<file path="src/rtl/icache_pkg.sv">
// icache_pkg: shared state encoding and Wishbone constants for the icache refill controller
package icache_pkg;
    typedef enum logic [2:0] {
        ST_IDLE   = 3'd0,
        ST_BURST  = 3'd1,
        ST_RETRY  = 3'd2,
        ST_WRITE  = 3'd3,
        ST_SETTLE = 3'd4
    } state_t;
    localparam logic [2:0] WB_CTI_INCR   = 3'b010;
    localparam logic [2:0] WB_CTI_EOB    = 3'b111;
    localparam logic [2:0] WB_CTI_CLASSIC = 3'b000;
    localparam logic [1:0] WB_BTE_LINEAR = 2'b00;
    localparam logic [3:0] WB_SEL_ALL    = 4'hF;
endpackage

</file>
<file path="src/rtl/icache_refill_ctrl_if.sv">
// icache_refill_ctrl_if: Wishbone read-burst bus between the refill controller and the memory slave
//   master: drives wb_cyc_o/wb_stb_o/wb_we_o/wb_adr_o/wb_cti_o/wb_bte_o/wb_sel_o, samples wb_ack_i/wb_err_i/wb_rty_i/wb_dat_i
//   slave:  the mirror image
interface icache_refill_ctrl_if #(parameter int ADDR_W = 32);
    logic              wb_cyc_o;
    logic              wb_stb_o;
    logic              wb_we_o;
    logic [ADDR_W-1:0] wb_adr_o;
    logic [2:0]        wb_cti_o;
    logic [1:0]        wb_bte_o;
    logic [3:0]        wb_sel_o;
    logic              wb_ack_i;
    logic              wb_err_i;
    logic              wb_rty_i;
    logic [31:0]       wb_dat_i;
    modport master (
        output wb_cyc_o, wb_stb_o, wb_we_o, wb_adr_o, wb_cti_o, wb_bte_o, wb_sel_o,
        input  wb_ack_i, wb_err_i, wb_rty_i, wb_dat_i
    );
    modport slave (
        input  wb_cyc_o, wb_stb_o, wb_we_o, wb_adr_o, wb_cti_o, wb_bte_o, wb_sel_o,
        output wb_ack_i, wb_err_i, wb_rty_i, wb_dat_i
    );
endinterface

</file>
<file path="src/rtl/icache_line_buf.sv">
// icache_line_buf: word-write-enabled line assembly register
//   clk, rst_n (async active-high clear), we (write word idx), idx (word index), din (word), line (all words, word i at [32*i+:32])
module icache_line_buf #(
    parameter int LINE_WORDS = 8
) (
    input  logic                          clk,
    input  logic                          rst_n,
    input  logic                          we,
    input  logic [$clog2(LINE_WORDS)-1:0] idx,
    input  logic [31:0]                   din,
    output logic [32*LINE_WORDS-1:0]      line
);
    always_ff @(posedge clk or posedge rst_n) begin
        if (rst_n) line <= '0;
        else if (we) line[32*idx +: 32] <= din;
    end
endmodule

</file>
<file path="src/rtl/icache_refill_ctrl.sv">
// icache_refill_ctrl: instruction-cache miss sequencer doing a Wishbone burst line refill
//   clk, rst_n (async active-high reset), miss_req/miss_paddr (miss request), kill (abandon refill),
//   wb (Wishbone master), line_data/line_we (cache line write), freeze (fetch stall),
//   refill_done/refill_err (completion pulses)
module icache_refill_ctrl
    import icache_pkg::*;
#(
    parameter int LINE_WORDS = 8,
    parameter int ADDR_W     = 32,
    parameter int RETRY_MAX  = 3
) (
    input  logic                     clk,
    input  logic                     rst_n,
    input  logic                     miss_req,
    input  logic [ADDR_W-1:0]        miss_paddr,
    input  logic                     kill,
    icache_refill_ctrl_if.master     wb,
    output logic [32*LINE_WORDS-1:0] line_data,
    output logic                     line_we,
    output logic                     freeze,
    output logic                     refill_done,
    output logic                     refill_err
);
    localparam int BW  = $clog2(LINE_WORDS);
    localparam int OFF = BW + 2;
    localparam int RW  = $clog2(RETRY_MAX + 1);
    localparam logic [BW-1:0] LAST = BW'(LINE_WORDS - 1);

    state_t              state, nxt;
    logic [BW-1:0]       beat, beat_n;
    logic [RW-1:0]       retry, retry_n;
    logic [ADDR_W-OFF-1:0] tag, tag_n;
    logic                wr;
    logic                rty_spent;
    logic                unused_ok;

    assign unused_ok = ^miss_paddr[OFF-1:0];
    assign rty_spent = retry == RW'(RETRY_MAX);

    always_ff @(posedge clk or posedge rst_n) begin
        if (rst_n) begin
            state <= ST_IDLE;
            beat  <= '0;
            retry <= '0;
            tag   <= '0;
        end else begin
            state <= nxt;
            beat  <= beat_n;
            retry <= retry_n;
            tag   <= tag_n;
        end
    end

    // err beats kill, kill beats rty/ack; refill_err is raised in the BURST cycle itself
    // so freeze drops the cycle after the pulse
    always_comb begin
        nxt        = state;
        beat_n     = beat;
        retry_n    = retry;
        tag_n      = tag;
        wr         = 1'b0;
        refill_err = 1'b0;
        case (state)
            ST_IDLE: if (miss_req) begin
                nxt     = ST_BURST;
                tag_n   = miss_paddr[ADDR_W-1:OFF];
                beat_n  = '0;
                retry_n = '0;
            end
            ST_BURST:
                if (wb.wb_err_i) begin
                    refill_err = 1'b1;
                    nxt        = ST_IDLE;
                end else if (kill) begin
                    nxt = ST_IDLE;
                end else if (wb.wb_rty_i) begin
                    refill_err = rty_spent;
                    retry_n    = retry + RW'(1);
                    nxt        = rty_spent ? ST_IDLE : ST_RETRY;
                end else if (wb.wb_ack_i) begin
                    wr     = 1'b1;
                    beat_n = beat + BW'(1);
                    nxt    = beat == LAST ? ST_WRITE : ST_BURST;
                end
            ST_RETRY: begin
                beat_n = '0;
                nxt    = ST_BURST;
            end
            ST_WRITE: nxt = ST_SETTLE;
            default:  nxt = ST_IDLE;
        endcase
    end

    // bus outputs decode only registered state, so they never glitch with slave inputs
    assign wb.wb_cyc_o = state == ST_BURST;
    assign wb.wb_stb_o = state == ST_BURST;
    assign wb.wb_we_o  = 1'b0;
    assign wb.wb_adr_o = {tag, beat, 2'b00};
    assign wb.wb_cti_o = state != ST_BURST ? WB_CTI_CLASSIC : beat == LAST ? WB_CTI_EOB : WB_CTI_INCR;
    assign wb.wb_bte_o = WB_BTE_LINEAR;
    assign wb.wb_sel_o = WB_SEL_ALL;
    assign line_we     = state == ST_WRITE;
    assign refill_done = state == ST_SETTLE;
    assign freeze      = state != ST_IDLE || miss_req;

    icache_line_buf #(.LINE_WORDS(LINE_WORDS)) u_line_buf (
        .clk  (clk),
        .rst_n(rst_n),
        .we   (wr),
        .idx  (beat),
        .din  (wb.wb_dat_i),
        .line (line_data)
    );
endmodule

</file>
<file path="src/flat_wrapper.sv">
// flat-port wrapper written by rule: the top's interface ports become plain ports
module icache_refill_ctrl_flat import icache_pkg::*;
#(
    parameter int LINE_WORDS = 8,
    parameter int ADDR_W     = 32,
    parameter int RETRY_MAX  = 3
)
  (clk, rst_n, miss_req, miss_paddr, kill, line_data, line_we, freeze, refill_done, refill_err, wb_wb_cyc_o, wb_wb_stb_o, wb_wb_we_o, wb_wb_adr_o, wb_wb_cti_o, wb_wb_bte_o, wb_wb_sel_o, wb_wb_ack_i, wb_wb_err_i, wb_wb_rty_i, wb_wb_dat_i);
  icache_refill_ctrl_if #(.ADDR_W(ADDR_W)) wb_i ();
  input  logic clk;
  input  logic rst_n;
  input  logic miss_req;
  input  logic [ADDR_W-1:0] miss_paddr;
  input  logic kill;
  output logic [32*LINE_WORDS-1:0] line_data;
  output logic line_we;
  output logic freeze;
  output logic refill_done;
  output logic refill_err;
  output wire logic [$bits(wb_i.wb_cyc_o)-1:0] wb_wb_cyc_o;
  output wire logic [$bits(wb_i.wb_stb_o)-1:0] wb_wb_stb_o;
  output wire logic [$bits(wb_i.wb_we_o)-1:0] wb_wb_we_o;
  output wire logic [$bits(wb_i.wb_adr_o)-1:0] wb_wb_adr_o;
  output wire logic [$bits(wb_i.wb_cti_o)-1:0] wb_wb_cti_o;
  output wire logic [$bits(wb_i.wb_bte_o)-1:0] wb_wb_bte_o;
  output wire logic [$bits(wb_i.wb_sel_o)-1:0] wb_wb_sel_o;
  input wire logic [$bits(wb_i.wb_ack_i)-1:0] wb_wb_ack_i;
  input wire logic [$bits(wb_i.wb_err_i)-1:0] wb_wb_err_i;
  input wire logic [$bits(wb_i.wb_rty_i)-1:0] wb_wb_rty_i;
  input wire logic [$bits(wb_i.wb_dat_i)-1:0] wb_wb_dat_i;
  assign wb_wb_cyc_o = wb_i.wb_cyc_o;
  assign wb_wb_stb_o = wb_i.wb_stb_o;
  assign wb_wb_we_o = wb_i.wb_we_o;
  assign wb_wb_adr_o = wb_i.wb_adr_o;
  assign wb_wb_cti_o = wb_i.wb_cti_o;
  assign wb_wb_bte_o = wb_i.wb_bte_o;
  assign wb_wb_sel_o = wb_i.wb_sel_o;
  assign wb_i.wb_ack_i = wb_wb_ack_i;
  assign wb_i.wb_err_i = wb_wb_err_i;
  assign wb_i.wb_rty_i = wb_wb_rty_i;
  assign wb_i.wb_dat_i = wb_wb_dat_i;
  icache_refill_ctrl #(.LINE_WORDS(LINE_WORDS), .ADDR_W(ADDR_W), .RETRY_MAX(RETRY_MAX)) u_core (.clk(clk), .rst_n(rst_n), .miss_req(miss_req), .miss_paddr(miss_paddr), .kill(kill), .wb(wb_i), .line_data(line_data), .line_we(line_we), .freeze(freeze), .refill_done(refill_done), .refill_err(refill_err));
endmodule
</file>
<file path="config.mk">
export PLATFORM = sky130hd
export DESIGN_NAME = icache_refill_ctrl_flat
export DESIGN_NICKNAME = d
export VERILOG_FILES = /design/src/rtl/icache_pkg.sv /design/src/rtl/icache_refill_ctrl_if.sv /design/src/rtl/icache_line_buf.sv /design/src/rtl/icache_refill_ctrl.sv /design/src/flat_wrapper.sv
export SDC_FILE = /design/constraint.sdc
export NUM_CORES = 1
export LEC_CHECK = 0
export CORE_ASPECT_RATIO = 1.1
export CORE_UTILIZATION = 45
export DETAILED_ROUTE_END_ITERATION = 16
export PLACE_DENSITY = 0.83
export SYNTH_ARGS = -nofsm -noshare
export SYNTH_HDL_FRONTEND = slang
export SYNTH_SLANG_ARGS = --single-unit
</file>
<file path="constraint.sdc">
create_clock -name clk -period 15.3 [get_ports clk]
set_input_delay 1.53 -clock clk [delete_from_list [all_inputs] [get_ports clk]]
set_output_delay 1.53 -clock clk [all_outputs]
set_load 0.005 [all_outputs]
</file>
==> results of run 1 <==
-- how the worst min path moves through the flow --
stage	start	to	cells after the start
3_3_place_gp	u_core.tag[16]	u_core.tag[16]	2
3_5_place_dp	u_core.tag[7]	u_core.tag[7]	2
5_1_grt	u_core.u_line_buf.line[167]	u_core.u_line_buf.line[167]	2
4_1_cts	u_core.tag[7]	u_core.tag[7]	2
6_report	u_core.tag[7]	u_core.tag[7]	2
2_1_floorplan	u_core.retry[0]	u_core.retry[0]	1
-- logic make-up after synthesis --
family / after synthesis
compound gates: 227
fa+ha+maj: 6
buf+inv: 88
flops: 291
mux: 72
other cells: 2
simple gates: 441
-- routing by layer --
metal	global-route usage	routed length (um)	vias to the layer above
li1	-	-	4372
met1	0.327	14100	4696
met2	0.500	18700	451
met3	0.0656	2700	87
met4	0.112	1480	0
met5	0	0	-
-- state kept, by name (all words and copies together), names as in the netlist --
| signal | flops |
|---|---|
| u_core.u_line_buf.line | 256 |
| u_core.tag | 27 |
| u_core.beat | 3 |
| u_core.state | 3 |
| u_core.retry | 2 |
-- worst max-delay path: stages --
cell and delay [ns]:
clkdlybuf4s50_1 0.61, a31oi_1 0.11, nor2_1 0.14, clkdlybuf4s50_1 0.56
-- power by group --
part           switching, mW  internal, mW
Combinational          0.170         0.206
Sequential            0.0435         0.846
Clock                  0.299         0.433
-- metrics by stage --
stage,util,setup WS [ns]
final,0.646,10.82
after global routing,0.646,10.68
after floorplan,-,5.74
after CTS,0.646,10.82
after detailed placement,0.607,10.47
after global placement,0.607,10.51
-- placed cells by master (no fill, tap or decap), drive strengths merged, types with 2 or more instances in the layout --
cell,netlist,final
ha,6,6
clkinv,0,4
nor2,12,12
bufinv,0,2
inv,7,8
nor3b,2,2
or2,2,2
nand2,376,376
nand4,6,6
dfrtp,291,291
clkbuf,63,45
mux2,72,72
buf,18,12
nor4b,2,2
nand3,23,23
a22o,2,2
nor3,4,4
conb,2,9
clkdlybuf4s50,0,360
and2,6,6
nor2b,5,5
o21ai,220,220
-- cell type report --
cell class / count / area share
Inverter: 7 / 0.00208
Multi-Input combinational cell: 755 / 0.239
Clock buffer: 45 / 0.0550
Tap cell: 315 / 0.0242
Clock inverter: 7 / 0.00546
Sequential cell: 291 / 0.447
Timing Repair Buffer: 372 / 0.227
==> flow_summary.yaml, run 1 <==
synthesis:
  yosysWarnings: 0
  syn_avg_cell_area_um2: 10.2
  synth_top_cell_area_share: 0.633
  yosysSeqAreaShare: 0.633
  synthSimpleGateAreaFrac: 0.156
  synth_edf_count: 0
  synth_compound_area_frac: 0.100
  synth-xor-area-share: 0
  async_flop_share: 1.00
  synth_cell_types: 32
  synth_area_leaders: "dfrtp_1 63%, nand2_1 12%, o21ai_0 9.4%, mux2_2 7.0%, clkbuf_1 2.0%"
  synth_top_cell_by_area: "dfrtp_1"
  synthCells: 1127
  synth-adder-area-share: 0.00652
  synthTopCellsByCount: "376 x nand2_1, 291 x dfrtp_1, 217 x o21ai_0"
  synth_top_family_by_area: "simple AND/OR/NAND/NOR gates"
  synth.cell_area_mm2: 0.0115
  synth-main-ff-cell: "dfrtp_1"
  synth.most_common_cell: "nand2_1"
  synth_seq_cells: 291
  synth_mux_area_frac: 0.0705
timing:
  layout_min_cycle_time_ns: 4.48
  clock_skew_ns: 0.0184
  rsz0062_at_grt: "no"
  fin_crit_sh: 0.293
  setup_viol: 0
  hold_viol_final: 0
  fin_tns_setup_ns: 0
  slew_violations: 0
  maxSlewHeadroom: 0.163
  fmax_mhz: 223
  worst_slew_pin_slew_ns: 1.25
  holdWs_ns: 0.471
clocking:
  postCtsSetupRepairBufs: 0
  clock_path_buffers: 3
  root_buffer: "clkbuf_16"
  cts_tree: "done"
  clk_pin_slew_ns: 0.06
  holdBufCountCts: 0
  clock_sinks: 291
  post_cts_resized: 0
  htree_levels: 1
  clkLatencyLatePin_ns: 0.55
  cts-buffers-inserted: 29
die:
  dieWidth_um: 154
  core_area_mm2: 0.0252
  num_rows: 61
  fp.dieArea_mm2: 0.0262
  pin_count: 375
  start_util: 0.457
  die_h_um: 170
critical_path:
  endpoint_kind: "output pin"
  critPathKind: "input pin to output pin"
  rr_startpoint: "u_core.beat[0]"
  critPathRequiredTime_ns: 13.77
  reg2reg_slack_ns: 11.47
  rr_worst_depth: 7
  reg2reg_to: "u_core.u_line_buf.line[129]"
  arrival_ns: 2.95
  start_kind: "input pin"
  critPathLaunch: "wb_wb_rty_i"
  endpoint: "refill_err"
  crit_fanout: 5
layout:
  nNetsFinal: 1533
  multiInputGateArea_mm2: 0.00389
  diodes: 0
  final_area_mm2: 0.0163
  seqCellArea_mm2: 0.00728
  drive_gt1_frac: 0.0968
  areaGrowthSynthToFinish_pct: 41.4
  finalNonFillerCells: 1792
  fillers: 1912
status:
  status: "finished, final reports clean"
global_routing:
  grt_pass1_vias: 9718
  grt_pass1_wl_mm: 56.1
  antenna_found_initial: 0
  gr-total-overflow: 0
  grt_max_degree: 139
  track_usage: 0.281
routing:
  routed_wl_mm: 37.0
  drt_iter0_markers: 451
  postRouteAntennaNets: 0
  dr.pass1.iters: 5
  drc: 0
  dr_total_vias: 9606
  wl_per_cell_um: 20.6
  viasPerCell: 5.36
power:
  p_leak_nw: 7.07
  peakVddDrop_uv: 119
  powerDensity_mw_per_mm2: 123
  total_power_mw: 2.00
placement:
  dpl_cell_area_mm2: 0.0153
  port_buffers: 360
  gp_congestion: 0.834
  hpwlAfterDp_mm: 24.8
  place_inst: 1740
min_path:
  hold_class: "flop to flop"
run:
  max-cap-violations: 0
No activity file was read; power rests on OpenSTA's default activity.
==> run 2: changes to the inputs <==
- clock period: 15.3 -> 4.5 ns (I/O delays scaled with it)
==> flow_summary.yaml, run 2 (synthesis gave the netlist of run 1 again) <==
clocking:
  clock_path_buffers: 3
  clk_pin_slew_ns: 0.06
  clkLatencyLatePin_ns: 0.55
  holdBufCountCts: 0
  cts-buffers-inserted: 30
  postCtsSetupRepairBufs: 0
  root_buffer: "clkbuf_16"
  cts_tree: "done"
  htree_levels: 1
  post_cts_resized: 0
  clock_sinks: 291
min_path:
  min_path_cells: 3
  worstHoldEndpoint: "u_core.tag[3]"
  min-delay-start: "miss_paddr[8]"
  hold_class: "input pin to flop"
die:
  pin_count: 375
  core_area_mm2: 0.0252
  fp.dieArea_mm2: 0.0262
  start_util: 0.457
  num_rows: 61
  dieWidth_um: 154
  die_h_um: 170
layout:
  diodes: 0
  mostFrequentLayoutCells: "376 x nand2_1, 360 x clkdlybuf4s50_1, 291 x dfrtp_1"
  final_area_mm2: 0.0163
  reg_top3: "u_core.u_line_buf.line (256), u_core.tag (27)"
  final_core_util: 0.648
  final_common_cell: "nand2_1"
  top_register: "u_core.u_line_buf.line"
  areaGrowthSynthToFinish_pct: 41.7
  drive_gt1_frac: 0.0960
  nNetsFinal: 1538
  largest_reg_flops: 256
critical_path:
  reg2reg_to: "u_core.u_line_buf.line[166]"
  crit_fanout: 32
  start_kind: "flop"
  endpoint_kind: "flop"
  arrival_ns: 3.85
  critPathKind: "flop to flop"
  reg2reg_slack_ns: 1.08
  critPathRequiredTime_ns: 4.93
  rr_startpoint: "u_core.beat[0]"
  rr_worst_depth: 6
timing:
  maxSlewHeadroom: 0.194
  setup_viol: 0
  fin_crit_sh: 0.760
  fin_tns_setup_ns: 0
  fin_ws_ns: 1.08
  hold_viol_final: 0
  fmax_mhz: 292
  rsz0062_at_grt: "no"
  clock_skew_ns: 0.0178
  worst_slew_pin_slew_ns: 1.21
  layout_min_cycle_time_ns: 3.42
  slew_violations: 0
placement:
  port_buffers: 360
  hpwlAfterDp_mm: 25.6
  preCtsSetupSlack_ns: 1.15
  dpl_cell_area_mm2: 0.0154
  gp_congestion: 0.826
routing:
  drc: 0
  routed_wl_mm: 36.9
  wl_per_cell_um: 20.6
  dr.pass1.iters: 7
  drt_iter0_markers: 556
  dr_total_vias: 9792
  postRouteAntennaNets: 0
  viasPerCell: 5.46
global_routing:
  track_usage: 0.283
  gr-total-overflow: 0
  grt_pass1_vias: 9877
  grt_max_degree: 88
  grt_pass1_wl_mm: 56.4
  antenna_found_initial: 0
status:
  status: "finished, final reports clean"
power:
  total_power_mw: 6.73
  peakVddDrop_uv: 335
  powerDensity_mw_per_mm2: 413
  p_leak_nw: 7.07
run:
  max-cap-violations: 0
-- run 2: area by class of cell --
type                            count  area [um2]
Multi-Input combinational cell    755        3890
Inverter                            7        30.0
Clock buffer                       45         888
Fill cell                        1923        8880
Tap cell                          315         394
Timing Repair Buffer              376        3760
Sequential cell                   291        7280
Clock inverter                      5        63.8
-- run 2: per-layer routing --
| layer | wire length (um) | track usage |
|---|---|---|
| met2 | 18600 | 0.496 |
| met5 | 0 | 0 |
| met1 | 13600 | 0.327 |
| met4 | 1530 | 0.128 |
| met3 | 3200 | 0.0677 |
-- run 2: worst max path at each step --
stage                   startpoint                           to  depth (start not counted)
floorplan                    rst_n               u_core.beat[0]                          1
global placement       wb_wb_rty_i  u_core.u_line_buf.line[190]                          5
detailed placement  u_core.beat[0]  u_core.u_line_buf.line[190]                          6
CTS                 u_core.beat[0]  u_core.u_line_buf.line[190]                          6
global route        u_core.beat[0]  u_core.u_line_buf.line[164]                          6
finish              u_core.beat[0]  u_core.u_line_buf.line[166]                          6
-- run 2: metrics by stage --
step           hold WS [ns]  std cells
6_report              0.427       1794
5_1_grt               0.431       1794
4_1_cts               0.407       1794
3_5_place_dp          0.461       1744
3_3_place_gp          0.459       1744
2_1_floorplan         0.460       1134
-- run 2: critical path, stage by stage (launching register included) --
cell and delay [ns]:
dfrtp_1 0.64, inv_1 0.13, ha_1 0.59, nor2b_1 0.42
nand4_2 0.67, buf_4 0.50, mux2_2 0.32
-- run 2: report_power, final --
part / total (mW) / leakage [nW] / switching (mW) / internal [mW]
clock network: 2.41 / 0.464 / 1.00 / 1.41
registers: 3.04 / 3.98 / 0.160 / 2.88
logic: 1.29 / 2.63 / 0.578 / 0.708
total: 6.73 / 7.07 / 1.74 / 4.99
